## src/rtl/cmp_pkg.sv

```systemverilog
// Shared types and the final operator mapping for the pipelined comparator.
package cmp_pkg;

  localparam int CMP_OP_W = 3;

  typedef enum logic [CMP_OP_W-1:0] {
    CMP_LT = 3'd0,
    CMP_LE = 3'd1,
    CMP_GT = 3'd2,
    CMP_GE = 3'd3,
    CMP_EQ = 3'd4,
    CMP_NE = 3'd5
  } cmp_op_e;

  // Returns {result, err}; illegal opcodes force result low and flag err.
  function automatic logic [1:0] cmp_map(input logic [CMP_OP_W-1:0] op, input logic lt,
                                         input logic eq);
    logic [1:0] r;
    r = 2'b01;
    case (op)
      CMP_LT:  r = {lt, 1'b0};
      CMP_LE:  r = {lt | eq, 1'b0};
      CMP_GT:  r = {~(lt | eq), 1'b0};
      CMP_GE:  r = {~lt, 1'b0};
      CMP_EQ:  r = {eq, 1'b0};
      CMP_NE:  r = {~eq, 1'b0};
      default: r = 2'b01;
    endcase
    return r;
  endfunction

endpackage

```

## src/rtl/cmp_pipe_signed_nway_if.sv

```systemverilog
// Input/output handshake bundle for the pipelined comparator.
interface cmp_pipe_signed_nway_if #(
  parameter int unsigned WIDTH = 32,
  parameter int unsigned TAG_W = 4
);
  logic                          in_valid;
  logic                          in_ready;
  logic [WIDTH-1:0]              in_a;
  logic [WIDTH-1:0]              in_b;
  logic [cmp_pkg::CMP_OP_W-1:0]  in_op;
  logic                          in_signed;
  logic [TAG_W-1:0]              in_tag;
  logic                          out_valid;
  logic                          out_ready;
  logic                          out_result;
  logic                          out_err;
  logic [TAG_W-1:0]              out_tag;

  modport slave (
    input  in_valid, in_a, in_b, in_op, in_signed, in_tag, out_ready,
    output in_ready, out_valid, out_result, out_err, out_tag
  );

  modport master (
    output in_valid, in_a, in_b, in_op, in_signed, in_tag, out_ready,
    input  in_ready, out_valid, out_result, out_err, out_tag
  );
endinterface

```

## src/rtl/cmp_chunk_stage.sv

```systemverilog
// One comparator pipeline stage: resolves the low CHUNK bits of the remaining operands
// and registers lt/eq, the still-unresolved upper bits and the sideband.
module cmp_chunk_stage
  import cmp_pkg::*;
#(
  parameter int unsigned CHUNK = 8,
  parameter int unsigned REM_W = 24,
  parameter int unsigned TAG_W = 4,
  localparam int unsigned KeepW = (REM_W > 0) ? REM_W : 1
) (
  input  logic                 clk,
  input  logic                 rst_n,
  input  logic                 i_adv,
  input  logic                 i_valid,
  input  logic [CHUNK+REM_W-1:0] i_a,
  input  logic [CHUNK+REM_W-1:0] i_b,
  input  logic                 i_lt,
  input  logic                 i_eq,
  input  logic [CMP_OP_W-1:0]  i_op,
  input  logic                 i_signed,
  input  logic [TAG_W-1:0]     i_tag,
  output logic                 o_valid,
  output logic                 o_lt,
  output logic                 o_eq,
  output logic [KeepW-1:0]     o_a_rem,
  output logic [KeepW-1:0]     o_b_rem,
  output logic [CMP_OP_W-1:0]  o_op,
  output logic                 o_signed,
  output logic [TAG_W-1:0]     o_tag
);

  logic [CHUNK-1:0] w_ca, w_cb;
  logic             w_clt, w_ceq;
  logic [KeepW-1:0] w_a_keep, w_b_keep;

  logic                r_valid, r_lt, r_eq, r_signed;
  logic [KeepW-1:0]    r_a_rem, r_b_rem;
  logic [CMP_OP_W-1:0] r_op;
  logic [TAG_W-1:0]    r_tag;

  assign w_ca  = i_a[CHUNK-1:0];
  assign w_cb  = i_b[CHUNK-1:0];
  assign w_clt = (w_ca < w_cb);
  assign w_ceq = (w_ca == w_cb);

  // The most significant stage has nothing left to carry.
  if (REM_W > 0) begin : g_rem
    assign w_a_keep = i_a[CHUNK +: KeepW];
    assign w_b_keep = i_b[CHUNK +: KeepW];
  end else begin : g_norem
    assign w_a_keep = '0;
    assign w_b_keep = '0;
  end

  always_ff @(posedge clk or negedge rst_n) begin
    if (!rst_n) begin
      r_valid  <= 1'b0;
      r_lt     <= 1'b0;
      r_eq     <= 1'b0;
      r_a_rem  <= '0;
      r_b_rem  <= '0;
      r_op     <= '0;
      r_signed <= 1'b0;
      r_tag    <= '0;
    end else if (i_adv) begin
      r_valid  <= i_valid;
      r_lt     <= w_clt | (w_ceq & i_lt);
      r_eq     <= w_ceq & i_eq;
      r_a_rem  <= w_a_keep;
      r_b_rem  <= w_b_keep;
      r_op     <= i_op;
      r_signed <= i_signed;
      r_tag    <= i_tag;
    end
  end

  assign o_valid  = r_valid;
  assign o_lt     = r_lt;
  assign o_eq     = r_eq;
  assign o_a_rem  = r_a_rem;
  assign o_b_rem  = r_b_rem;
  assign o_op     = r_op;
  assign o_signed = r_signed;
  assign o_tag    = r_tag;

endmodule

```

## src/rtl/cmp_pipe_signed_nway.sv

```systemverilog
// Pipelined signed/unsigned magnitude comparator, CHUNK bits per stage LSB first,
// with a single global advance shared by every stage.
module cmp_pipe_signed_nway
  import cmp_pkg::*;
#(
  parameter int unsigned WIDTH = 32,
  parameter int unsigned CHUNK = 8,
  parameter int unsigned TAG_W = 4
) (
  input logic                   clk,
  input logic                   rst_n,
  cmp_pipe_signed_nway_if.slave bus
);

  localparam int unsigned NSTAGES = WIDTH / CHUNK;

  logic                               w_adv;
  logic [NSTAGES:0]                   w_valid, w_lt, w_eq, w_signed;
  logic [NSTAGES:0][CMP_OP_W-1:0]     w_op;
  logic [NSTAGES:0][TAG_W-1:0]        w_tag;
  logic [NSTAGES-1:0][WIDTH-1:0]      w_a, w_b;
  logic [1:0]                         w_map;

  assign w_adv        = !bus.out_valid || bus.out_ready;
  assign bus.in_ready = w_adv;

  // Flipping the MSB turns a two's-complement compare into an unsigned one.
  assign w_a[0] = bus.in_signed ? {~bus.in_a[WIDTH-1], bus.in_a[WIDTH-2:0]} : bus.in_a;
  assign w_b[0] = bus.in_signed ? {~bus.in_b[WIDTH-1], bus.in_b[WIDTH-2:0]} : bus.in_b;

  assign w_valid[0]  = bus.in_valid;
  assign w_lt[0]     = 1'b0;
  assign w_eq[0]     = 1'b1;
  assign w_op[0]     = bus.in_op;
  assign w_signed[0] = bus.in_signed;
  assign w_tag[0]    = bus.in_tag;

  for (genvar k = 0; k < NSTAGES; k++) begin : g_stage
    localparam int unsigned InW   = WIDTH - k * CHUNK;
    localparam int unsigned RemW  = InW - CHUNK;
    localparam int unsigned KeepW = (RemW > 0) ? RemW : 1;

    logic [KeepW-1:0] w_a_rem, w_b_rem;

    cmp_chunk_stage #(
      .CHUNK(CHUNK),
      .REM_W(RemW),
      .TAG_W(TAG_W)
    ) u_stage (
      .clk      (clk),
      .rst_n    (rst_n),
      .i_adv    (w_adv),
      .i_valid  (w_valid[k]),
      .i_a      (w_a[k][InW-1:0]),
      .i_b      (w_b[k][InW-1:0]),
      .i_lt     (w_lt[k]),
      .i_eq     (w_eq[k]),
      .i_op     (w_op[k]),
      .i_signed (w_signed[k]),
      .i_tag    (w_tag[k]),
      .o_valid  (w_valid[k+1]),
      .o_lt     (w_lt[k+1]),
      .o_eq     (w_eq[k+1]),
      .o_a_rem  (w_a_rem),
      .o_b_rem  (w_b_rem),
      .o_op     (w_op[k+1]),
      .o_signed (w_signed[k+1]),
      .o_tag    (w_tag[k+1])
    );

    if (k < NSTAGES - 1) begin : g_fwd
      assign w_a[k+1] = {{(WIDTH - RemW){1'b0}}, w_a_rem};
      assign w_b[k+1] = {{(WIDTH - RemW){1'b0}}, w_b_rem};
    end else begin : g_last
      logic unused_rem;
      assign unused_rem = ^{w_a_rem, w_b_rem};
    end

    if (k > 0) begin : g_pad
      logic unused_pad;
      assign unused_pad = ^{w_a[k][WIDTH-1:InW], w_b[k][WIDTH-1:InW]};
    end
  end

  logic unused_signed;
  assign unused_signed = w_signed[NSTAGES];

  always_comb begin
    w_map          = cmp_map(w_op[NSTAGES], w_lt[NSTAGES], w_eq[NSTAGES]);
    bus.out_valid  = w_valid[NSTAGES];
    bus.out_result = w_map[1];
    bus.out_err    = w_map[0];
    bus.out_tag    = w_tag[NSTAGES];
  end

endmodule
```

## src/flat_wrapper.sv

```systemverilog
// flat-port wrapper written by rule: the top's interface ports become plain ports
module cmp_pipe_signed_nway_flat import cmp_pkg::*;
#(
  parameter int unsigned WIDTH = 32,
  parameter int unsigned CHUNK = 8,
  parameter int unsigned TAG_W = 4
)
  (clk, rst_n, bus_in_valid, bus_in_a, bus_in_b, bus_in_op, bus_in_signed, bus_in_tag, bus_out_ready, bus_in_ready, bus_out_valid, bus_out_result, bus_out_err, bus_out_tag);
  cmp_pipe_signed_nway_if #(.WIDTH(WIDTH), .TAG_W(TAG_W)) bus_i ();
  input logic clk;
  input logic rst_n;
  input wire logic [$bits(bus_i.in_valid)-1:0] bus_in_valid;
  input wire logic [$bits(bus_i.in_a)-1:0] bus_in_a;
  input wire logic [$bits(bus_i.in_b)-1:0] bus_in_b;
  input wire logic [$bits(bus_i.in_op)-1:0] bus_in_op;
  input wire logic [$bits(bus_i.in_signed)-1:0] bus_in_signed;
  input wire logic [$bits(bus_i.in_tag)-1:0] bus_in_tag;
  input wire logic [$bits(bus_i.out_ready)-1:0] bus_out_ready;
  output wire logic [$bits(bus_i.in_ready)-1:0] bus_in_ready;
  output wire logic [$bits(bus_i.out_valid)-1:0] bus_out_valid;
  output wire logic [$bits(bus_i.out_result)-1:0] bus_out_result;
  output wire logic [$bits(bus_i.out_err)-1:0] bus_out_err;
  output wire logic [$bits(bus_i.out_tag)-1:0] bus_out_tag;
  assign bus_i.in_valid = bus_in_valid;
  assign bus_i.in_a = bus_in_a;
  assign bus_i.in_b = bus_in_b;
  assign bus_i.in_op = bus_in_op;
  assign bus_i.in_signed = bus_in_signed;
  assign bus_i.in_tag = bus_in_tag;
  assign bus_i.out_ready = bus_out_ready;
  assign bus_in_ready = bus_i.in_ready;
  assign bus_out_valid = bus_i.out_valid;
  assign bus_out_result = bus_i.out_result;
  assign bus_out_err = bus_i.out_err;
  assign bus_out_tag = bus_i.out_tag;
  cmp_pipe_signed_nway #(.WIDTH(WIDTH), .CHUNK(CHUNK), .TAG_W(TAG_W)) u_core (.clk(clk), .rst_n(rst_n), .bus(bus_i));
endmodule
```

## config.mk

```make
export PLATFORM = sky130hd
export DESIGN_NAME = cmp_pipe_signed_nway_flat
export DESIGN_NICKNAME = d
export VERILOG_FILES = /design/src/rtl/cmp_pkg.sv /design/src/rtl/cmp_pipe_signed_nway_if.sv /design/src/rtl/cmp_chunk_stage.sv /design/src/rtl/cmp_pipe_signed_nway.sv /design/src/flat_wrapper.sv
export SDC_FILE = /design/constraint.sdc
export NUM_CORES = 1
export LEC_CHECK = 0
export CAP_MARGIN = 20
export CORE_MARGIN = 1
export CORE_UTILIZATION = 39
export CTS_CLUSTER_SIZE = 14
export DETAILED_ROUTE_END_ITERATION = 8
export SYNTH_ARGS = -nofsm -noshare
export SYNTH_HDL_FRONTEND = slang
export SYNTH_SLANG_ARGS = --single-unit
```

## constraint.sdc

```tcl
create_clock -name clk -period 4.2 [get_ports clk]
set_clock_uncertainty 0.05 [all_clocks]
set_input_delay 0.63 -clock clk [delete_from_list [all_inputs] [get_ports clk]]
set_output_delay 0.63 -clock clk [all_outputs]
set_load 0.01 [all_outputs]
```

; ---- After elaboration in Yosys (flattened, before gate mapping)
; Cells that the tools add are included.
[totals]
input_bits = 76
reg_bits = 136
[classes]
mux = 3
n_bitwise = 15
reduce_logical = 3
order_cmp = 4
eq_ne = 9
[op_table]
columns = operator, count
row1 = $mux 32, 2
row2 = $eq 8x8->1, 4
row3 = $lt 8x8->1, 4
row4 = $pmux 2 s6, 1
row5 = $and 1x1->1, 6
row6 = $eq 3x2->1 const B, 2
row7 = $eq 3x3->1 const B, 2
row8 = $not 1->1, 5
row9 = $or 1x1->1, 4
row10 = $eq 3x1->1 const B, 1
row11 = $logic_not 3->1, 1
row12 = $logic_not 1->1, 1
row13 = $logic_or 1x1->1, 1

; ---- Depth between registers and ports, before layout
[logic_depth]
depth_word = 3
mapped_depth = 6
mapped_depth_nobuf = 6

; ---- Hierarchy
; A second synthesis with hierarchy kept.
[unflattened]
cells_unflattened = 440
area_unflattened_um2 = 6448.7
[modules_own_cells]
columns = module, n_inst, seq_area_each_um2, area_each_um2, cells_per_inst
row1 = cmp_chunk_stage (u_core.g_stage[0].u_stage), 1, 1476.4, 2457.4, 157
row2 = cmp_chunk_stage (u_core.g_stage[1].u_stage), 1, 1076.0, 2009.4, 123
row3 = cmp_chunk_stage (u_core.g_stage[2].u_stage), 1, 675.6, 1252.5, 89
row4 = cmp_chunk_stage (u_core.g_stage[3].u_stage), 1, 275.3, 648.1, 58
row5 = cmp_pipe_signed_nway, 1, 0.0, 81.3, 13

; ---- Worst setup path after synthesis
; No wires, ideal clock.
[synth_path]
path_kind = input-to-reg
start = input bus_in_b[5]
end = register u_core.g_stage[0].u_stage.r_lt
path_stages = 6
path_slack_ns = 2.489
required_time_ns = 4.083
t_arrival_ns = 1.594
setup_ns = 0.067
cell_sequence = inv_1 -> ha_1 -> a21oi_1 -> nor2_1 -> a2111oi_0 -> a22o_1
[synth_between]
elab_chain_cells = 2
[synth_rtl]
columns = item, line_no
row1 = from (decl), flat_wrapper.sv:14  ; input wire logic [$bits(bus_i.in_b)-1:0] bus_in_b;
row2 = $mux 32, cmp_pipe_signed_nway.sv:29  ; assign w_b[0] = bus.in_signed ? {~bus.in_b[WIDTH-1], bus.in_b[WIDTH-2:0]} : bus.in_b;
row3 = $lt 8x8->1, cmp_chunk_stage.sv:43  ; assign w_clt = (w_ca < w_cb);
row4 = to (signal assigned), cmp_chunk_stage.sv:67  ; r_lt <= w_clt | (w_ceq & i_lt);
row5 = to (decl), cmp_chunk_stage.sv:36  ; logic r_valid, r_lt, r_eq, r_signed;
; No other way between the ends.
; A chain may end at the register's enable or synchronous reset.

; ---- Final worst setup path
[layout_path]
start = input bus_out_ready
end = output bus_in_ready
[layout_between]
elab_chain_cells = 1
[layout_rtl]
columns = item, line_no
row1 = from (decl), flat_wrapper.sv:18  ; input wire logic [$bits(bus_i.out_ready)-1:0] bus_out_ready;
row2 = $logic_or 1x1->1, cmp_pipe_signed_nway.sv:24  ; assign w_adv = !bus.out_valid || bus.out_ready;
row3 = to (decl), flat_wrapper.sv:19  ; output wire logic [$bits(bus_i.in_ready)-1:0] bus_in_ready;
; No other way between the ends.

==> flow_summary.json <==
{
  "cts_resized": 0,
  "synth_area_leaders": "dfrtp_1 (58%), nand2_1 (22%), ha_1 (6.8%)",
  "synth_fa_ha_area_frac": 0.0679,
  "period_share": 0.640,
  "hold_violations": 0,
  "path_common_cell": "clkdlybuf4s50_1",
  "drv_slew": 0,
  "seq_power_share": 0.416,
  "grt_start_max_net_pins": 83,
  "dieWidth_um": 125,
  "crit_type": "input pin to output port",
  "synth_ff_type": "dfrtp_1",
  "cts.sinks": 136,
  "switching_power_mw": 1.58,
  "min_period_ns": 2.69,
  "ys_seq_area_frac": 0.577,
  "n_fill_cell": 1386,
  "ys_ff_latch": 136,
  "clk-insertion-delay-late_ns": 0.40,
  "vias": 4348,
  "crit_chain": "clkdlybuf4s50_1 -> nor2b_4 -> inv_4 -> clkdlybuf4s50_1",
  "syn_area_per_cell_um2": 8.98,
  "critPathMaxStageDelay_ns": 0.62,
  "synth_nets": 765,
  "cellInternalPower_mw": 3.35,
  "relSlewSlack": 0.505,
  "maxCapViolCount": 0,
  "clkTransAtPathRegs_ns": 0.06,
  "slowest_stage": "clkdlybuf4s50_1",
  "p_clk_frac": 0.307,
  "violations": "design-rule violations",
  "cts_tree": "done",
  "cts_max_level": 4,
  "post_drt_wl_per_cell_um": 11.8,
  "first_pass_iters": 7,
  "fin_hold_ws_ns": 0.220,
  "holdBufCountCts": 0,
  "area.growth.synth_to_final_pct": 26.7,
  "synth-simple-area-share": 0.245,
  "endpoint_kind": "output port",
  "powerDensity_nw_per_um2": 659,
  "initial_core_util": 0.403,
  "vdd_ir_drop_max_uv": 332,
  "yosysMostFrequentCell": "nand2_1",
  "nets": 844,
  "rsz0062_at_grt": "false",
  "antenna_found_initial": 0,
  "tightest_slew_ns": 0.742,
  "swShare": 0.320,
  "rows": 44,
  "multi_input_area_um2": 2220,
  "cellLeakagePower_nw": 3.85,
  "synth-edff-count": 0,
  "drive_above_1_share": 0.0561,
  "timing.rr.start": "u_core.g_stage[3].u_stage.o_valid",
  "synth_xor_area_frac": 0.00445,
  "netlist_area_um2": 5900,
  "clk_path_buf_depth": 2,
  "outcome": "finished with violations",
  "synth.distinct_cells": 29,
  "die_h_um": 125,
  "startpoint_type": "input pin",
  "critPathBufInv": 3,
  "drt-initial-drc-count": 267,
  "antenna_left": 0,
  "synth_top_family_by_area": "simple AND/OR/NAND/NOR gates",
  "crit_fanout": 27,
  "crit_start": "bus_out_ready",
  "numCtsBuffers": 17,
  "grt_pass1_wl_um": 19600,
  "synth_common_cells": "nand2_1 (341), dfrtp_1 (136), inv_1 (33)",
  "setup_viol": 0,
  "cts_setup_buffers": 0,
  "hold_class": "input pin to async pin",
  "hpwl_um": 7410,
  "synthCells": 657,
  "wl_um": 11000,
  "die_area_um2": 15600,
  "synth-compound-area-share": 0.0590,
  "gr-usage-all-layers": 0.153,
  "drc": 8,
  "globalplace.congestion": 0.743,
  "comb_power_share": 0.277,
  "fin_setup_tns_ns": 0,
  "port_buffers": 83,
  "synth_top_area_cell": "dfrtp_1",
  "n_antenna_cell": 0,
  "root_buffer": "clkbuf_16",
  "critPathRequiredTime_ns": 3.52,
  "grt_pass1_vias": 4439,
  "yosys_warnings": 0,
  "ios": 84,
  "area.sequential_um2": 3400,
  "async_flop_share": 1.00,
  "critical-path-top-delay-family": "buffers and inverters",
  "crit_arrival_ns": 2.01,
  "synthMuxAreaShare": 0,
  "fmax_ghz": 0.372,
  "yosysTopAreaCellShare": 0.577,
  "grt_overflow": 0,
  "vias_per_cell": 4.67,
  "core_um2": 14600
}
-- worst register-to-register path: stages, from the launching register on --
cell	delay [ns]
dfrtp_1	0.36
nor2b_4	0.18
buf_4	0.48
buf_4	0.67
nor3_1	0.23
a22oi_1	0.20
o21ai_1	0.10
-- cell usage in the layout (no fill, tap or decap), drive strengths merged, types with 3 or more instances in the layout --
| master | n |
|---|---|
| ha | 32 |
| nand3 | 5 |
| inv | 35 |
| bufinv | 3 |
| nor2 | 3 |
| buf | 7 |
| o21bai | 3 |
| clkbuf | 20 |
| clkinv | 5 |
| nand4 | 5 |
| xnor2 | 3 |
| a22o | 4 |
| dfrtp | 136 |
| nor2b | 5 |
| a22oi | 3 |
| a211o | 4 |
| o21ai | 31 |
| a21oi | 11 |
| nand2 | 341 |
| clkdlybuf4s50 | 82 |
-- per-stage QoR --
| stage | area, um^2 | setup slack [ns] | total power, mW | utilization | cells |
|---|---|---|---|---|---|
| floorplan | 5900 | 2.49 | 3.02 | - | 657 |
| global placement | 6860 | 1.20 | 3.40 | 0.469 | 901 |
| detailed placement | 6860 | 1.11 | 3.46 | 0.469 | 901 |
| CTS | 7470 | 1.48 | 5.00 | 0.510 | 932 |
| global route | 7470 | 1.36 | 5.33 | 0.510 | 932 |
| finish | 7470 | 1.51 | 4.92 | 0.510 | 932 |
-- cell type report --
| cell class | instances | share of cell area |
|---|---|---|
| clock buffer | 20 | 0.0624 |
| clock inverter | 11 | 0.0196 |
| inverter | 34 | 0.0174 |
| multi-input combinational | 458 | 0.297 |
| sequential | 136 | 0.455 |
| tap | 184 | 0.0308 |
| timing repair buffer | 89 | 0.117 |
-- registers in the layout (all words and copies together), names as in the netlist --
name,flops
u_core.g_stage.u_stage.o_valid,4
u_core.g_stage.u_stage.o_tag,16
u_core.g_stage.u_stage.o_b_rem,48
u_core.g_stage.u_stage.o_lt,4
u_core.g_stage.u_stage.o_op,12
u_core.g_stage.u_stage.o_eq,4
u_core.g_stage.u_stage.o_a_rem,48
-- per-layer routing --
| metal | GRT usage | vias up | routed length, um |
|---|---|---|---|
| met5 | 0 | - | 0 |
| met4 | 0.0516 | 0 | 104 |
| met3 | 0.0385 | 8 | 448 |
| met2 | 0.255 | 69 | 5230 |
| met1 | 0.194 | 2061 | 5190 |
| li1 | - | 2210 | - |
-- worst paths after layout --
path                       cells past startpoint                               endpoint  slack, ns
setup / recovery                               4                           bus_in_ready       1.51
hold / removal                                 1  u_core.g_stage[0].u_stage.o_a_rem[12]       0.22
setup reg to reg                               6         u_core.g_stage[2].u_stage.o_lt       1.82
hold reg to reg                                2     u_core.g_stage[3].u_stage.o_tag[2]       0.41
max in group asynchronous                      2  u_core.g_stage[1].u_stage.o_a_rem[15]       2.98
min in group clk                               2     u_core.g_stage[3].u_stage.o_tag[2]       0.41
-- cell families (layout without fill, tap and decap cells) --
kind of cell,after synthesis,in the layout
AO/OA/AOI/OAI,59,59
XOR/XNOR,3,3
adder cells (fa/ha/maj),32,32
buffers and inverters,63,154
flip-flops,136,136
AND/OR/NAND/NOR,364,364
-- power groups by stage --
stage               registers, mW  clock network [mW]  logic [mW]
finish                       2.05                1.51        1.36
global route                 2.11                1.61        1.60
global placement             2.06                   0        1.34
detailed placement           2.07                   0        1.39
CTS                          2.05                1.55        1.40
floorplan                    2.01                   0        1.01
Power figures use the tool's default switching activity.
